<file path="src/rtl/branch_resolve_ctrl_pkg.sv">
// Shared opcode/sub-op constants, FSM encoding and branch decode helpers
// for the ID-stage branch resolution controller.
package branch_resolve_ctrl_pkg;

   localparam logic [5:0] OP_REGIMM = 6'b000001;
   localparam logic [5:0] OP_BEQ    = 6'b000100;
   localparam logic [5:0] OP_BNE    = 6'b000101;
   localparam logic [5:0] OP_BLEZ   = 6'b000110;
   localparam logic [5:0] OP_BGTZ   = 6'b000111;

   localparam logic [4:0] RT_BLTZ   = 5'b00000;
   localparam logic [4:0] RT_BGEZ   = 5'b00001;
   localparam logic [4:0] RT_BLTZAL = 5'b10000;
   localparam logic [4:0] RT_BGEZAL = 5'b10001;

   localparam logic [4:0] LINK_REG  = 5'd31;

   typedef logic [2:0] br_state_t;
   localparam br_state_t ST_IDLE  = 3'd0;
   localparam br_state_t ST_WAIT  = 3'd1;
   localparam br_state_t ST_EVAL  = 3'd2;
   localparam br_state_t ST_DSLOT = 3'd3;
   localparam br_state_t ST_REDIR = 3'd4;

   function automatic logic is_regimm_br(input logic [4:0] rt);
      return (rt == RT_BLTZ) || (rt == RT_BGEZ) || (rt == RT_BLTZAL) || (rt == RT_BGEZAL);
   endfunction

   function automatic logic is_branch(input logic [5:0] op, input logic [4:0] rt);
      return (op == OP_BEQ) || (op == OP_BNE) || (op == OP_BGTZ) || (op == OP_BLEZ) ||
             ((op == OP_REGIMM) && is_regimm_br(rt));
   endfunction

   function automatic logic uses_rt(input logic [5:0] op);
      return (op == OP_BEQ) || (op == OP_BNE);
   endfunction

   function automatic logic is_link(input logic [5:0] op, input logic [4:0] rt);
      return (op == OP_REGIMM) && ((rt == RT_BLTZAL) || (rt == RT_BGEZAL));
   endfunction

   function automatic logic br_cond(input logic [5:0] op, input logic [4:0] rt,
                                    input logic [31:0] a, input logic [31:0] b);
      logic r;
      case (op)
         OP_BEQ:  r = (a == b);
         OP_BNE:  r = (a != b);
         OP_BGTZ: r = !a[31] && (a != 32'd0);
         OP_BLEZ: r = a[31] || (a == 32'd0);
         default: r = ((rt == RT_BGEZ) || (rt == RT_BGEZAL)) ? !a[31] : a[31];
      endcase
      return r;
   endfunction

endpackage

</file>
<file path="src/rtl/branch_resolve_ctrl_br_hazard_chk.sv">
// br_hazard_chk: flags a branch operand that is still being produced by EX
// (any GPR write) or by a load in MEM. Register $0 never hazards.
module br_hazard_chk
   import branch_resolve_ctrl_pkg::*;
(
   input  logic [5:0] i_op,
   input  logic [4:0] i_rs,
   input  logic [4:0] i_rt,
   input  logic       i_ex_wreg,
   input  logic [4:0] i_ex_waddr,
   input  logic       i_mem_load,
   input  logic [4:0] i_mem_waddr,
   output logic       o_hazard
);

   logic w_rs_hit;
   logic w_rt_hit;

   assign w_rs_hit = (i_rs != 5'd0) &&
                     ((i_ex_wreg && (i_ex_waddr == i_rs)) || (i_mem_load && (i_mem_waddr == i_rs)));

   // rt is a REGIMM sub-op for most branches, so it only matters for BEQ/BNE
   assign w_rt_hit = uses_rt(i_op) && (i_rt != 5'd0) &&
                     ((i_ex_wreg && (i_ex_waddr == i_rt)) || (i_mem_load && (i_mem_waddr == i_rt)));

   assign o_hazard = w_rs_hit || w_rt_hit;

endmodule

</file>
<file path="src/rtl/branch_resolve_ctrl.sv">
// branch_resolve_ctrl: stalls ID on branch operand hazards, evaluates the branch,
// lets the delay slot flow, then redirects IF. Macro BR_STATS_EN adds outcome counters.
module branch_resolve_ctrl
   import branch_resolve_ctrl_pkg::*;
#(
   parameter int PC_W     = 32,
   parameter int LINK_OFF = 8
) (
   input  logic            clk,
   input  logic            rst,
   input  logic            flush,
   input  logic            id_valid,
   input  logic [PC_W-1:0] id_pc,
   input  logic [5:0]      id_op,
   input  logic [4:0]      id_rs,
   input  logic [4:0]      id_rt,
   input  logic [15:0]     id_imm,
   input  logic [31:0]     rs_data,
   input  logic [31:0]     rt_data,
   input  logic            ex_wreg,
   input  logic [4:0]      ex_waddr,
   input  logic            mem_load,
   input  logic [4:0]      mem_waddr,
   input  logic            ds_issued,
   input  logic            redir_ready,
   output logic            id_stall,
   output logic            redir_valid,
   output logic [PC_W-1:0] redir_pc,
   output logic            br_taken,
   output logic            link_we,
   output logic [PC_W-1:0] link_data,
   output logic            busy
`ifdef BR_STATS_EN
   ,
   output logic [31:0]     stat_taken,
   output logic [31:0]     stat_nottaken
`endif
);

   br_state_t         r_state;
   br_state_t         w_state_nxt;
   logic              w_latch;
   logic              w_hazard;
   logic              w_is_br;
   logic              w_cond;
   logic signed [17:0] w_off;
   logic [PC_W-1:0]   w_target;

   logic [5:0]        r_op;
   logic [4:0]        r_rt;
   logic [31:0]       r_a;
   logic [31:0]       r_b;
   logic [PC_W-1:0]   r_target;
   logic [PC_W-1:0]   r_link;
   logic              r_br_taken;
   logic              r_redir_valid;

   br_hazard_chk u_hazard (
      .i_op        (id_op),
      .i_rs        (id_rs),
      .i_rt        (id_rt),
      .i_ex_wreg   (ex_wreg),
      .i_ex_waddr  (ex_waddr),
      .i_mem_load  (mem_load),
      .i_mem_waddr (mem_waddr),
      .o_hazard    (w_hazard)
   );

   assign w_is_br  = is_branch(id_op, id_rt);
   assign w_off    = {id_imm, 2'b00};
   assign w_target = id_pc + PC_W'(4) + PC_W'(w_off);
   assign w_cond   = br_cond(r_op, r_rt, r_a, r_b);

   always_comb begin
      // NOTE: defaults first so no path through the case leaves a latch behind.
      w_state_nxt = r_state;
      w_latch     = 1'b0;
      if (flush) begin
         w_state_nxt = ST_IDLE;
      end else begin
         case (r_state)
            ST_IDLE: begin
               if (id_valid && w_is_br) begin
                  if (w_hazard) begin
                     w_state_nxt = ST_WAIT;
                  end else begin
                     w_latch     = 1'b1;
                     w_state_nxt = ST_EVAL;
                  end
               end
            end
            ST_WAIT: begin
               if (!w_hazard) begin
                  w_latch     = 1'b1;
                  w_state_nxt = ST_EVAL;
               end
            end
            ST_EVAL:  w_state_nxt = w_cond ? ST_DSLOT : ST_IDLE;
            ST_DSLOT: if (ds_issued) w_state_nxt = ST_REDIR;
            ST_REDIR: if (r_redir_valid && redir_ready) w_state_nxt = ST_IDLE;
            default:  w_state_nxt = ST_IDLE;
         endcase
      end
   end

   always_ff @(posedge clk or posedge rst) begin
      if (rst) begin
         r_state       <= ST_IDLE;
         r_op          <= '0;
         r_rt          <= '0;
         r_a           <= '0;
         r_b           <= '0;
         r_target      <= '0;
         r_link        <= '0;
         r_br_taken    <= 1'b0;
         r_redir_valid <= 1'b0;
      end else begin
         // NOTE: non-blocking so every register samples pre-edge values of the others.
         r_state       <= w_state_nxt;
         r_redir_valid <= (w_state_nxt == ST_REDIR);
         if (w_latch) begin
            r_op     <= id_op;
            r_rt     <= id_rt;
            r_a      <= rs_data;
            r_b      <= rt_data;
            r_target <= w_target;
            r_link   <= id_pc + PC_W'(LINK_OFF);
         end
         if ((r_state == ST_EVAL) && !flush) r_br_taken <= w_cond;
      end
   end

   // ID stays frozen in REDIR so the fall-through instruction cannot issue before IF is redirected
   assign id_stall    = ((r_state == ST_IDLE) && id_valid && w_is_br && !flush) ||
                        (r_state == ST_WAIT) || (r_state == ST_EVAL) || (r_state == ST_REDIR);
   assign redir_valid = r_redir_valid;
   assign redir_pc    = r_target;
   assign br_taken    = r_br_taken;
   assign link_we     = (r_state == ST_EVAL) && is_link(r_op, r_rt);
   assign link_data   = r_link;
   assign busy        = (r_state != ST_IDLE);

`ifdef BR_STATS_EN
   logic [31:0] r_stat_taken;
   logic [31:0] r_stat_nottaken;

   always_ff @(posedge clk or posedge rst) begin
      if (rst) begin
         r_stat_taken    <= '0;
         r_stat_nottaken <= '0;
      end else if ((r_state == ST_EVAL) && !flush) begin
         if (w_cond) r_stat_taken    <= r_stat_taken + 32'd1;
         else        r_stat_nottaken <= r_stat_nottaken + 32'd1;
      end
   end

   assign stat_taken    = r_stat_taken;
   assign stat_nottaken = r_stat_nottaken;
`endif

endmodule

</file>
<file path="config.mk">
export PLATFORM = sky130hd
export DESIGN_NAME = branch_resolve_ctrl
export DESIGN_NICKNAME = d
export VERILOG_FILES = /design/src/rtl/branch_resolve_ctrl_pkg.sv /design/src/rtl/branch_resolve_ctrl_br_hazard_chk.sv /design/src/rtl/branch_resolve_ctrl.sv
export SDC_FILE = /design/constraint.sdc
export NUM_CORES = 1
export LEC_CHECK = 0
export ABC_AREA = 1
export CAP_MARGIN = 20
export CORE_MARGIN = 2
export CORE_UTILIZATION = 62
export DETAILED_ROUTE_END_ITERATION = 16
export DONT_BUFFER_PORTS = 1
export GPL_TIMING_DRIVEN = 0
export HOLD_SLACK_MARGIN = 0.02
export PLACE_DENSITY = 0.76
export SYNTH_ARGS = -nofsm -noshare
export SYNTH_HDL_FRONTEND = slang
export SYNTH_SLANG_ARGS = --single-unit
</file>
<file path="constraint.sdc">
create_clock -name clk -period 6.4 [get_ports clk]
set_clock_uncertainty 0.1 [all_clocks]
set_input_delay 1.92 -clock clk [delete_from_list [all_inputs] [get_ports clk]]
set_output_delay 1.92 -clock clk [all_outputs]
set_load 0.03 [all_outputs]
</file>
* After elaboration in Yosys (flattened, before gate mapping)
Index checks and enable logic that the tools add are counted.
W data, S select, Z words.
** Word-level totals
- Bits in read-only memories :: 0
- Input port bits :: 146
- Memories kept :: 0
- Output and inout port bits :: 69
- Bits in latches :: 0
- Memory bits (writable) :: 0
- Flip-flop bits (word level) :: 144
** Operators by class
- Shifts and indexed selects :: 0
- Add/sub/neg operators :: 3
- Divide/modulo/power cells :: 0
- Bitwise gates (word level) :: 0
- Magnitude comparators :: 0
- Reduce and logical (&&, ||, !) cells :: 42
- Equality and inequality tests :: 27
- $mul :: 0
- Mux-type cells :: 14
** Operators by type and width (number)
- $eq A6 B3 Y1 const B :: 8
- $add A32 B3 Y32 const B :: 1
- $add A32 B32 Y32 :: 1
- $add A32 B4 Y32 const B :: 1
- $eq A32 B32 Y1 :: 1
- $logic_not A32 Y1 :: 1
- $ne A32 B32 Y1 :: 1
- $reduce_bool A32 Y1 :: 1
- $eq A5 B5 Y1 :: 4
- $eq A5 B5 Y1 const B :: 4
- $logic_and A1 B1 Y1 :: 17
- $logic_or A1 B1 Y1 :: 16
- $mux W3 :: 5
- $pmux W3 S5 :: 1
- $eq A6 B1 Y1 const B :: 2
- $eq A5 B1 Y1 const B :: 2
- $reduce_bool A5 Y1 :: 2
- $eq A3 B2 Y1 const B :: 2
- $eq A3 B3 Y1 const B :: 2
- $logic_not A5 Y1 :: 1
- $mux W1 :: 4
- $mux W2 :: 2
- $pmux W1 S4 :: 1
- $eq A3 B1 Y1 const B :: 1
- 4 further kinds :: 5

* Logic depth before layout (Yosys ltp)
Gate-level depths: netlist of run 1.
- Depth after elaboration :: 11
- Depth in mapped cells :: 16
- Depth with buffers taken out :: 16

* Modules after synthesis
From an unflattened synthesis of run 1, not the netlist that was laid out.
** Unflattened totals
- Cell total of the unflattened synthesis :: 1311
- Area, all modules :: 9325.2 um^2
** By module, submodules not included
- branch_resolve_ctrl :: instances 1, cells each 1203, area each 8902.3 um^2
- br_hazard_chk :: instances 1, cells each 108, area each 422.9 um^2

* Least setup slack after synthesis of run 1
No wires, ideal clock.
- Path kind :: input to output
- Start point :: input id_rt[1]
- End point :: output id_stall
- Path buffers :: 0
- Arrival time :: 3015 ps
- Required time :: 4380 ps
- Slack :: 1365 ps
- Cell stages on the path :: 7
- Cell sequence :: nor3_2 nand2_1 o21ai_1 nand2_1 nor2_1 nand2_1 o2111ai_1
** On the way
- Cells in the longest elaborated chain, start to end :: 11
- Elaborated cells on any way between the ends :: 14
** Ends and longest elaborated chain
- from (decl) :: line branch_resolve_ctrl.sv:16 : input logic [4:0] id_rt,
- $eq A5 B1 Y1 or $logic_not A5 Y1 (tied branches) :: line branch_resolve_ctrl_pkg.sv:26 : return (rt == RT_BLTZ) || (rt == RT_BGEZ) || (rt == RT_BLTZAL) || (rt == RT_BGEZAL);
- $logic_or A1 B1 Y1 (2 in a row) :: line branch_resolve_ctrl_pkg.sv:26
- $logic_or A1 B1 Y1 * :: line branch_resolve_ctrl_pkg.sv:26
- $logic_and A1 B1 Y1 * :: line branch_resolve_ctrl_pkg.sv:31 : ((op == OP_REGIMM) && is_regimm_br(rt));
- $logic_or A1 B1 Y1 * :: line branch_resolve_ctrl_pkg.sv:30 : return (op == OP_BEQ) || (op == OP_BNE) || (op == OP_BGTZ) || (op == OP_BLEZ) ||
- $logic_and A1 B1 Y1 * (2 in a row) :: line branch_resolve_ctrl.sv:134 : assign id_stall = ((r_state == ST_IDLE) && id_valid && w_is_br && !flush) ||
- $logic_or A1 B1 Y1 * :: line branch_resolve_ctrl.sv:134
- $logic_or A1 B1 Y1 * (2 in a row) :: line branch_resolve_ctrl.sv:135 : (r_state == ST_WAIT) || (r_state == ST_EVAL) || (r_state == ST_REDIR);
- to (decl) :: line branch_resolve_ctrl.sv:26 : output logic id_stall,
Mark *: on every way between the ends. The rest lies on a longest branch, timed or not.

* Final worst setup path of run 1
Ends and elaborated chain as after synthesis.

==> results.yml, run 1 <==
layout:
  seqCellArea_mm2: 0.00355
  final_common_cell: "nand2_1"
  fillers: 1277
  final_area_mm2: 0.0100
  syn_to_final_growth_pct: 9.58
  final_cell_count_no_fill: 1487
  drive_gt1_share_pct: 4.45
  mostFrequentLayoutCells: "nand2_1, dfrtp_1, inv_1"
  nets: 1495
  final_util_pct: 69.2
  multiInputGateArea_mm2: 0.00492
  num_antenna_cells: 0
power_and_ir_drop:
  comb_power_share_pct: 24.9
  p_leak_nw: 5.10
  switching_share_pct: 41.7
  p_clk_share_pct: 26.5
  pwr-share-seq_pct: 48.6
  power.density_mw_per_mm2: 389
  ir_drop_uv: 236
  p_int_mw: 2.27
  switching_power_mw: 1.63
drt:
  drc: 0
  first_pass_iters: 5
  drt_iter0_drc: 752
  vias_per_cell: 5.57
  num_vias: 8278
  drt-total-wl_um: 26000
  postRouteAntennaNets: 0
  wire_per_inst_um: 17.5
floorplanning:
  die_h_um: 125
  design.core.area_mm2: 0.0145
  die_w_um: 125
  rows: 44
  ios: 215
  die_area_mm2: 0.0157
  initial_core_util_pct: 63.1
worst_setup_path:
  cp-start-kind: "input port"
  worst-path-max-fanout: 5
  worst-setup-path-type: "in2out"
  cp_slowest_cell: "o2111ai_1"
  ff2ff_path_depth: 7
  rrSetupSlack_ns: 3.90
  crit_arrival_ns: 3.14
  cp_common_cell: "nand2_1"
  path_cells: "nor3_2, nand2_1, o21ai_1, nand2_1, nor2_1, nand2_1, o2111ai_1"
  reg2reg_to: "r_a[17]$_DFFE_PP0P_"
  critPathTopFamily: "compound AO/OA/AOI/OAI gates"
  worst-path-buf-inv: 0
  slowest_delay_ns: 0.58
  crit_required_ns: 4.38
  r2r-start: "r_state[1]$_DFF_PP0_"
  cp.depth: 7
  end_kind: "output port"
cts:
  cts_made_buffers: 17
  ctsRootBufferMaster: "clkbuf_16"
  clk_pin_slew_ns: 0.06
  numClockSinks: 142
  cts_tree: "built"
  cts_resized: 0
  post_cts_buffers: 0
  clk_latency_ns: 0.42
  htree_levels: 4
  cts_buffer_depth: 2
  cts_hold_buf: 0
logic_synthesis:
  synth_top_family_by_area: "simple AND/OR/NAND/NOR gates"
  synth_area_leader_cell: "dfrtp_1"
  synth_area_leaders: "dfrtp_1, nand2_1, ha_1"
  synth-main-ff-cell: "dfrtp_1"
  synth_seq_area_share_pct: 38.9
  synth-compound-area-share_pct: 9.12
  syn_nets: 1475
  yosys_warnings: 0
  synth_top_area_share_pct: 38.9
  synthCells: 1270
  synthMuxAreaShare_pct: 0
  ys_async_sr_fraction_pct: 100
  syn_avg_cell_area_um2: 7.20
  yosys.area_share.simple_pct: 30.0
  synth-edff-count: 0
  netlist_area_mm2: 0.00914
  ys_types: 32
  synthAdderAreaFrac_pct: 8.16
  synthXorXnorAreaFrac_pct: 6.52
  ys_seq_elements: 142
place:
  dp_cells: 1455
  portBuffers: 0
  pre_cts_ws_ns: 1.25
  dpl.hpwl_um: 20300
  placed_area_mm2: 0.00940
  gp_congestion: 0.974
run:
  maxCapViolCount: 0
global_routing:
  grt_max_degree: 101
  grt_use_total_pct: 33.5
  first_global_vias: 8183
  grt-ovfl-total: 0
  grt_antenna_before_repair: 0
  grt_pass1_wl_um: 41400
timing:
  fin_crit_ns: 5.16
  hold_ws_ns: 0.370
  min_period_over_period_pct: 80.6
  finalSetupViolCount: 0
  maxSlewHeadroom_pct: 32.8
  hold_violations: 0
  finalMaxSlewViolations: 0
  fmax_mhz: 194
  worst_slack_ns: 1.24
  worst_pin_slew_ns: 1.00
  rsz0062_at_grt: "false"
status:
  status: "complete, no violations"
min_path:
  hold_class: "reg2reg"
  hold_path_startpoint: "r_op[5]$_DFFE_PP0P_"
  hold_path_end: "r_op[5]$_DFFE_PP0P_"
  hold_path_depth: 2
[stage by stage]
stage	setup TNS [ns]	total power [mW]
floorplan	0	2.58
global placement	-136.26	2.83
detailed placement	0	2.86
CTS	0	3.91
global route	0	4.13
finish	0	3.90
[worst min-delay path: stages (launching register included)]
cell and delay (ns):
dfrtp_1 0.34, nand2_1 0.05, nand2_1 0.05
[layer usage]
layer	global-route usage [%]	share of wire, %	vias to the layer above
li1	-	-	4110
met1	40.6	40	3842
met2	57.3	49	271
met3	8.94	7.3	55
met4	12.5	3.4	0
met5	0	0	-
[worst max path at each step]
stage,start,end
after floorplan,rst,br_taken$_DFFE_PP0P_
after global placement,rst,redir_pc[19]$_DFFE_PP0P_
after detailed placement,id_rt[1],id_stall
after CTS,id_rt[1],id_stall
after global routing,id_rt[1],id_stall
final,id_rt[1],id_stall
[registers in the layout, indices dropped and copies added, names as in the netlist]
register / cells
br_taken: 1
r_op: 6
r_state: 3
link_data: 30
r_rt: 5
r_a: 32
r_b: 32
redir_pc: 32
redir_valid: 1
[final cells by class]
class | count | area share, %
inverter | 135 | 5.11
buffer | 33 | 1.65
clock inverter | 14 | 1.84
timing repair buffer | 1 | 0.275
tap | 184 | 2.30
sequential | 142 | 35.5
clock buffer | 18 | 4.28
multi-input combinational | 960 | 49.1
[cells in the mapped netlist, drive strengths merged, types with 3 or more instances]
cell and n:
nor2 109, buf 20, clkbuf 13, ha 58, nor3 24, a21o 4, nand4 16, xnor2 33
o21a 4, o21ai 104, inv 135, nand3b 3, nand3 50, xor2 35, a21oi 36, dfrtp 142
nor4 14, nand2 455, o21bai 5
[cells by family after synthesis]
kind of cell,after synthesis
XOR/XNOR,68
AO/OA/AOI/OAI,158
buffers and inverters,168
AND/OR/NAND/NOR,675
flip-flops,142
adder cells (fa/ha/maj),59
[power by group through the flow]
stage	Combinational [mW]	Sequential [mW]	Clock, mW
after floorplan	0.766	1.81	0
after global placement	0.928	1.90	0
after detailed placement	0.958	1.90	0
after CTS	0.975	1.89	1.04
after global routing	1.11	1.93	1.08
final	0.972	1.90	1.03
Note: power is estimated with default switching activity, not from simulation.
==> inputs of run 2 (changes only) <==
--- a/config.mk
+++ b/config.mk
@@ -8,7 +8,7 @@
 export ABC_AREA = 1
 export CAP_MARGIN = 20
 export CORE_MARGIN = 2
-export CORE_UTILIZATION = 62
+export CORE_UTILIZATION = 59
 export DETAILED_ROUTE_END_ITERATION = 16
 export DONT_BUFFER_PORTS = 1
 export GPL_TIMING_DRIVEN = 0
==> constraint.sdc (replaced) <==
create_clock -name clk -period 4.3 [get_ports clk]
set_clock_uncertainty 0.1 [all_clocks]
set_input_delay 1.29 -clock clk [delete_from_list [all_inputs] [get_ports clk]]
set_output_delay 1.29 -clock clk [all_outputs]
set_load 0.03 [all_outputs]
==> run 2 against run 1 <==
  * Global-route usage is 1.4 points lower
  * Final area about the same
  * Power increased by 47%
  * Sequential cell count is the same
  * Worst setup slack worse by 0.88 ns
==> results.yml, run 2 (same netlist as run 1, synthesis figures left out) <==
layout:
  final_common_cell: "nand2_1"
  syn_to_final_growth_pct: 9.51
  final_cell_count_no_fill: 1492
  fillers: 1345
  num_antenna_cells: 0
  multiInputGateArea_mm2: 0.00492
  nets: 1497
  mostFrequentLayoutCells: "nand2_1, dfrtp_1, inv_1"
  drive_gt1_share_pct: 4.52
  final_util_pct: 66.1
  seqCellArea_mm2: 0.00355
drt:
  vias_per_cell: 5.58
  wire_per_inst_um: 17.6
  drt_iter0_drc: 567
  drc: 0
  drt-total-wl_um: 26200
  postRouteAntennaNets: 0
  first_pass_iters: 5
  num_vias: 8326
global_routing:
  first_global_vias: 8029
  grt_antenna_before_repair: 0
  grt-ovfl-total: 0
  grt_use_total_pct: 32.1
  grt_pass1_wl_um: 40700
  grt_max_degree: 44
worst_setup_path:
  cp.depth: 7
  rrSetupSlack_ns: 1.80
  worst-setup-path-type: "in2out"
  end_kind: "output port"
  r2r-start: "r_state[1]$_DFF_PP0_"
  cp-start-kind: "input port"
  worst-path-max-fanout: 5
  path_cells: "nor3_2, nand2_1, o21ai_1, nand2_1, nor2_1, nand2_1, o2111ai_1"
  reg2reg_to: "redir_pc[22]$_DFFE_PP0P_"
  cp_slowest_cell: "o2111ai_1"
  worst-path-buf-inv: 0
  cp_common_cell: "nand2_1"
  crit_required_ns: 2.91
  critPathTopFamily: "compound AO/OA/AOI/OAI gates"
  crit_arrival_ns: 2.55
  slowest_delay_ns: 0.58
  ff2ff_path_depth: 8
floorplanning:
  ios: 215
  rows: 45
  initial_core_util_pct: 60.4
  design.core.area_mm2: 0.0151
  die_area_mm2: 0.0165
  die_w_um: 128
  die_h_um: 128
min_path:
  hold_path_startpoint: "r_op[5]$_DFFE_PP0P_"
  hold_class: "reg2reg"
  hold_path_end: "r_op[5]$_DFFE_PP0P_"
  hold_path_depth: 2
timing:
  fmax_mhz: 254
  finalMaxSlewViolations: 0
  maxSlewHeadroom_pct: 36.2
  min_period_over_period_pct: 91.6
  finalSetupViolCount: 0
  rsz0062_at_grt: "false"
  worst_pin_slew_ns: 0.949
  fin_tns_setup_ns: 0
  hold_violations: 0
  fin_crit_ns: 3.94
cts:
  post_cts_buffers: 0
  ctsRootBufferMaster: "clkbuf_16"
  cts_resized: 0
  cts_tree: "built"
  clk_latency_ns: 0.43
  htree_levels: 4
  clk_pin_slew_ns: 0.06
  cts_made_buffers: 17
  cts_hold_buf: 0
  numClockSinks: 142
  cts_buffer_depth: 2
run:
  maxCapViolCount: 0
place:
  dp_cells: 1461
  gp_congestion: 0.940
  dpl.hpwl_um: 20900
  portBuffers: 0
power_and_ir_drop:
  p_leak_nw: 5.10
  power.density_mw_per_mm2: 571
  ir_drop_uv: 311
status:
  status: "complete, no violations"
==> run 2: worst max path at each step <==
stage | start | endpoint | slack (ns)
2_1_floorplan | id_rt[1] | id_stall | 0.52
3_3_place_gp | rst | redir_pc[24]$_DFFE_PP0P_ | 0.38
3_5_place_dp | id_rt[1] | id_stall | 0.38
4_1_cts | id_rt[1] | id_stall | 0.38
5_1_grt | id_rt[1] | id_stall | 0.26
6_report | id_rt[1] | id_stall | 0.36
==> run 2: area by class of cell <==
cell class,count,share of cell area (%)
Clock inverter,13,1.41
Timing Repair Buffer,3,0.600
Multi-Input combinational cell,960,49.1
Clock buffer,18,4.29
Tap cell,188,2.35
Inverter,135,5.10
Buffer,33,1.65
Sequential cell,142,35.5
==> run 2: report_power, final <==
part           leakage, nW  total, mW  switching (mW)  internal [mW]
clock network        0.278       1.44           0.590          0.854
registers             1.78       2.83           0.953           1.87
logic                 3.04       1.45           0.856          0.590
==> run 2: tightest hold or removal path: cells and delay by family (launching register included) <==
kind	cells	cell delay, ns
DFF	1	0.33
and+or+nand+nor	2	0.10
==> run 2: per-layer routing <==
layer  vias to the layer above  GRT usage [%]  part of all wire [%]
li1                       4108              -                     -
met2                       307           56.3                    50
met4                         0           12.2                   2.8
met1                      3857           38.0                    39
met5                         -              0                     0
met3                        54           8.23                   7.9
==> run 2: through the flow <==
step	worst slack (ns)	total power [mW]	hold slack, ns	area (um2)
3_5_place_dp	0.385	4.27	0.351	9440
6_report	0.363	5.71	0.364	10000
5_1_grt	0.259	6.06	0.413	10000
3_3_place_gp	0.382	4.20	0.345	9380
2_1_floorplan	0.525	3.84	0.334	9150
4_1_cts	0.382	5.73	0.366	10000
